[src/rtl/refresh_ctrl.sv]
// Auto-refresh timing controller: interval counter, postponed-refresh backlog and scheduler handshake.
// Define REFRESH_CTRL_POSTPONE_EN to allow up to MAXPEND postponed refreshes; otherwise the backlog depth is one.
module refresh_ctrl #(
   parameter int unsigned TREFI   = 780,
   parameter int unsigned TRFC    = 8,
   parameter int unsigned MAXPEND = 8
) (
   input  logic       clock_i,
   input  logic       reset_ni,
   input  logic       enable_i,
   output logic       rfc_req_o,
   input  logic       rfc_ack_i,
   output logic       rfc_end_o,
   output logic       ref_cmd_o,
   output logic       rfc_urgent_o,
   output logic [3:0] pend_o,
   output logic       busy_o,
   output logic       err_o
);

   localparam int unsigned CNT_W = $clog2(TREFI);
   localparam int unsigned RFC_W = $clog2(TRFC + 1);
   localparam logic [CNT_W-1:0] CNT_LOAD = CNT_W'(TREFI - 1);
   localparam logic [RFC_W-1:0] RFC_LOAD = RFC_W'(TRFC - 1);
`ifdef REFRESH_CTRL_POSTPONE_EN
   localparam logic [3:0] PEND_MAX = 4'(MAXPEND);
`else
   // MAXPEND is always >= 1, so this collapses the backlog to a single slot
   localparam logic [3:0] PEND_MAX = 4'(MAXPEND > 0);
`endif

   typedef enum logic [1:0] {
      ST_IDLE = 2'd0,
      ST_REQ  = 2'd1,
      ST_REF  = 2'd2,
      ST_WAIT = 2'd3
   } state_t;

   state_t           state_q, state_d;
   logic [CNT_W-1:0] cnt_q, cnt_d;
   logic [RFC_W-1:0] rfc_q, rfc_d;
   logic [3:0]       pend_q, pend_d;
   logic             err_q, err_d;
   logic             req_q, req_d;
   logic             ref_q, ref_d;
   logic             end_q, end_d;
   logic             busy_q, busy_d;
   logic             urgent_q, urgent_d;
   logic             tick;
   logic             issue;

   // Refresh interval counter; held at reload while disabled
   always_comb begin
      tick  = 1'b0;
      cnt_d = CNT_LOAD;
      if (enable_i) begin
         if (cnt_q == '0) begin
            tick = 1'b1;
         end else begin
            cnt_d = cnt_q - CNT_W'(1);
         end
      end
   end

   assign issue = (state_q == ST_REF);

   // Backlog: a tick and an issue in the same cycle cancel out
   always_comb begin
      pend_d = pend_q;
      err_d  = err_q;
      if (tick && !issue) begin
         if (pend_q == PEND_MAX) begin
            err_d = 1'b1;
         end else begin
            pend_d = pend_q + 4'd1;
         end
      end else if (issue && !tick) begin
         pend_d = pend_q - 4'd1;
      end
   end

   // Next-state and registered-output decode
   always_comb begin
      state_d = state_q;
      rfc_d   = rfc_q;
      end_d   = 1'b0;
      unique case (state_q)
         ST_IDLE: begin
            if (pend_q != 4'd0) state_d = ST_REQ;
         end
         ST_REQ: begin
            if (rfc_ack_i) state_d = ST_REF;
         end
         ST_REF: begin
            rfc_d   = RFC_LOAD;
            state_d = ST_WAIT;
         end
         ST_WAIT: begin
            if (rfc_q == '0) begin
`ifdef REFRESH_CTRL_POSTPONE_EN
               if (pend_q != 4'd0) begin
                  state_d = ST_REF;
               end else begin
                  state_d = ST_IDLE;
                  end_d   = 1'b1;
               end
`else
               state_d = ST_IDLE;
               end_d   = 1'b1;
`endif
            end else begin
               rfc_d = rfc_q - RFC_W'(1);
            end
         end
         default: state_d = ST_IDLE;
      endcase

      req_d  = (state_d != ST_IDLE);
      ref_d  = (state_d == ST_REF);
      busy_d = (state_d != ST_IDLE);
`ifdef REFRESH_CTRL_POSTPONE_EN
      urgent_d = (pend_d == PEND_MAX);
`else
      urgent_d = req_d;
`endif
   end

   always_ff @(posedge clock_i or negedge reset_ni) begin
      if (!reset_ni) begin
         state_q  <= ST_IDLE;
         cnt_q    <= CNT_LOAD;
         rfc_q    <= '0;
         pend_q   <= 4'd0;
         err_q    <= 1'b0;
         req_q    <= 1'b0;
         ref_q    <= 1'b0;
         end_q    <= 1'b0;
         busy_q   <= 1'b0;
         urgent_q <= 1'b0;
      end else begin
         state_q  <= state_d;
         cnt_q    <= cnt_d;
         rfc_q    <= rfc_d;
         pend_q   <= pend_d;
         err_q    <= err_d;
         req_q    <= req_d;
         ref_q    <= ref_d;
         end_q    <= end_d;
         busy_q   <= busy_d;
         urgent_q <= urgent_d;
      end
   end

   assign rfc_req_o    = req_q;
   assign ref_cmd_o    = ref_q;
   assign rfc_end_o    = end_q;
   assign busy_o       = busy_q;
   assign rfc_urgent_o = urgent_q;
   assign pend_o       = pend_q;
   assign err_o        = err_q;

endmodule

[config.mk]
export PLATFORM = sky130hd
export DESIGN_NAME = refresh_ctrl
export DESIGN_NICKNAME = d
export VERILOG_FILES = /design/src/rtl/refresh_ctrl.sv
export SDC_FILE = /design/constraint.sdc
export NUM_CORES = 1
export LEC_CHECK = 0
export BUFFER_PORTS_ARGS = -buffer_cell sky130_fd_sc_hd__buf_2
export CORE_UTILIZATION = 30
export DETAILED_ROUTE_END_ITERATION = 8
export GPL_TIMING_DRIVEN = 0
export PLACE_DENSITY_LB_ADDON = 0.1
export SYNTH_ARGS = -nofsm -noshare
export SYNTH_HDL_FRONTEND = slang
export SYNTH_SLANG_ARGS = --single-unit
[constraint.sdc]
create_clock -name clock_i -period 2.3 [get_ports clock_i]
set_clock_uncertainty 0.1 [all_clocks]
set_input_delay 0.115 -clock clock_i [delete_from_list [all_inputs] [get_ports clock_i]]
set_output_delay 0.115 -clock clock_i [all_outputs]
set_load 0.005 [all_outputs]
==> run_results.csv <==
group,metric,value,unit
power,power_density,575,mW/mm2
logic_synthesis,synth.distinct_cells,33,
finish,layout_commonest_cell,"dfrtp_1",
run_status,status,"completed",
power,clockPowerShare,44.3,%
logic_synthesis,synth_edf_count,0,
clock_network,cts_hold_buf,1,
logic_synthesis,synth_area,0.00127,mm2
sta,fin_crit_sh,79.8,%
logic_synthesis,synth_nets,137,
die,io_pins,14,
die,die_area,0.00449,mm2
drt,via_per_inst,4.70,
drt,num_vias,912,
power,power_frac_comb,4.2,%
logic_synthesis,yosys_most_used_dff,"dfrtp_1",
clock_network,clk_path_buf_depth,2,
critical_path,required,2.35,ns
critical_path,critPathArrivalTime,1.89,ns
clock_network,clk-insertion-delay-late,0.27,ns
critical_path,crit_type,"reg2reg",
min_path,worstHoldPathType,"in2reg",
finish,areaGrowthSynthToFinish,16.5,%
global_route,grt_pass1_wl,4260,um
placed_design,placedCellCount,189,
sta,worstMarginPinSlew,0.557,ns
die,core-area,0.00403,mm2
global_route,grt_usage,13.0,%
placed_design,port-buffer-count,13,
clock_network,h-tree-depth,1,
sta,fin_tns_setup,0,ns
sta,setup_viol,0,
power,peakVddDrop,0.199,mV
clock_network,cts_setup_buffers,0,
finish,finalNetCount,156,
clock_network,numCtsBuffers,3,
drt,ant_nets,0,
power,swShare,20.4,%
drt,wl_per_cell,12.4,um
die,start_util,31.5,%
sta,fin_crit,1.83,ns
clock_network,cts_resized,0,
clock_network,clk_pin_slew,0.09,ns
global_route,antenna_found_initial,0,
power,cell_internal_pwr,0.677,mW
clock_network,root_buffer,"clkbuf_8",
finish,layout.cells.non_filler,194,
clock_network,cts_tree,"built",
critical_path,crit_fanout,6,
clock_network,clock_sinks,24,
die,die_h,67,um
die,die_w,67,um
logic_synthesis,synth_warnings,0,
critical_path,end_kind,"flop",
logic_synthesis,synthTopCellsByArea,"dfrtp_1 (38%), dfstp_2 (10%), ha_1 (6.9%), nand2_1 (4.4%), o21ai_0 (3.6%)",
sta,maxSlewHeadroom,62.9,%
logic_synthesis,yosysSeqAreaShare,47.9,%
finish,diodes,0,
logic_synthesis,syn_avg_cell_area,10.1,um2
drt,firstDrtPassIters,4,
sta,slew_violations,0,
finish,final_cell_mix,"dfrtp_1 (19), nand2_1 (15), buf_2 (13), inv_1 (9), o21ai_0 (9)",
sta,max_freq,545,MHz
sta,rsz0062_at_grt,"false",
die,rows,23,
finish,drive_gt1_share,22.9,%
power,p_leak,0.728,nW
job,maxCapViolCount,0,
logic_synthesis,async_reset_ff_share,100,%
power,p_sw,0.173,mW
drt,drc_errors,0,
sta,hold_viol,0,
finish,n_fill_cell,438,
drt,drt-total-wl,2420,um
global_route,grt_max_degree,25,
critical_path,setup.worst_path.start_class,"flop",
drt,drt-initial-drc-count,45,
placed_design,place_hpwl,1730,um
power,seq_power_share,51.5,%
logic_synthesis,synthCells,126,
logic_synthesis,synth.largest_area_cell,"dfrtp_1",
logic_synthesis,netlist.area_leader.share,37.5,%
placed_design,routabilityCongestion,0.788,
logic_synthesis,ys_ff_latch,24,
global_route,globalRouteOverflowTotal,0,
global_route,grt_pass1_vias,923,
## cell type report
cell class | instances | area (um2) | share of cell area, %
plain buffers | 3 | 18.8 | 1.27
flip-flops and latches | 24 | 607 | 41.1
inverters | 9 | 33.8 | 2.29
clock inverters | 1 | 30.0 | 2.03
multi-input cells | 90 | 608 | 41.2
repair buffers | 14 | 75.1 | 5.08
clock buffers | 3 | 41.3 | 2.80
well taps | 50 | 62.6 | 4.24
## cell usage after synthesis, types with 2 or more instances
master     n
xnor2_1    5
inv_1      9
a21oi_2    2
o21ai_0    9
a22oi_1    2
and2_1     2
ha_1       7
nor2_1     8
buf_4      2
a21oi_1    4
nor2b_1    2
and3_1     3
nand2_1   15
xor2_1     4
nor3_1     5
nand3_1    7
nand3b_1   2
dfstp_2    5
dfrtp_1   19
## logic make-up after synthesis
kind of cell / count (synthesis) / synth area share [%]
DFF: 24 / 47.9
buffers and inverters: 12 / 4.15
adders and majority gates: 7 / 6.91
muxes: 2 / 2.57
xor gates and xnor gates: 9 / 6.22
and+or+nand+nor: 52 / 22.7
AOI/OAI and AO/OA: 20 / 9.58
## through the flow
| stage | worst slack, ns | hold slack [ns] | utilization (%) | cell area [um2] | power (mW) |
|---|---|---|---|---|---|
| after global placement | 0.491 | 0.0299 | 34.6 | 1400 | 0.480 |
| after CTS | 0.461 | 0.0241 | 36.6 | 1480 | 0.862 |
| after global routing | 0.331 | 0.0314 | 36.6 | 1480 | 0.885 |
| final | 0.465 | 0.0187 | 36.6 | 1480 | 0.849 |
| after floorplan | 0.598 | -0.281 | - | 1270 | 0.463 |
| after detailed placement | 0.488 | 0.0462 | 34.6 | 1400 | 0.481 |
## layer usage
layer | global-route usage, % | share of wire, % | vias to the layer above
li1 | - | - | 463
met1 | 17.5 | 50 | 434
met2 | 19.4 | 45 | 10
met3 | 2.05 | 2.2 | 5
met4 | 7.71 | 2.3 | 0
met5 | 0 | 0 | -
## critical path, cell delays in order, from the launching register on
cell and delay [ns]:
dfrtp_1 0.47, nor4_4 0.43, nand3_1 0.23, nor2_1 0.22
xor2_1 0.17, o21ai_0 0.09
## power groups by stage
stage / clock, mW / combinational (mW) / sequential (mW)
2_1_floorplan: 0 / 0.0192 / 0.444
3_3_place_gp: 0 / 0.0349 / 0.445
3_5_place_dp: 0 / 0.0354 / 0.446
4_1_cts: 0.388 / 0.0371 / 0.438
5_1_grt: 0.405 / 0.0412 / 0.438
6_report: 0.376 / 0.0356 / 0.437
## final timing paths
| check | from | to | slack, ns | depth (start not counted) |
|---|---|---|---|---|
| worst max register to register | cnt_q[5] | pend_o[1] | 0.47 | 5 |
| min in group asynchronous | reset_ni | cnt_q[6] | 0.26 | 2 |
| worst min register to register | cnt_q[0] | cnt_q[0] | 0.36 | 1 |
| max in group asynchronous | reset_ni | cnt_q[9] | 1.46 | 2 |
| worst min-delay path | rfc_ack_i | ref_cmd_o | 0.02 | 3 |
| worst max-delay path | cnt_q[5] | pend_o[1] | 0.47 | 5 |
## registers in the layout, summed over array words and instances, names as in the netlist
signal	count
rfc_end_o	1
state_q	2
err_o	1
ref_cmd_o	1
cnt_q	10
rfc_q	4
pend_o	4
rfc_urgent_o	1
Power figures use the tool's default switching activity.
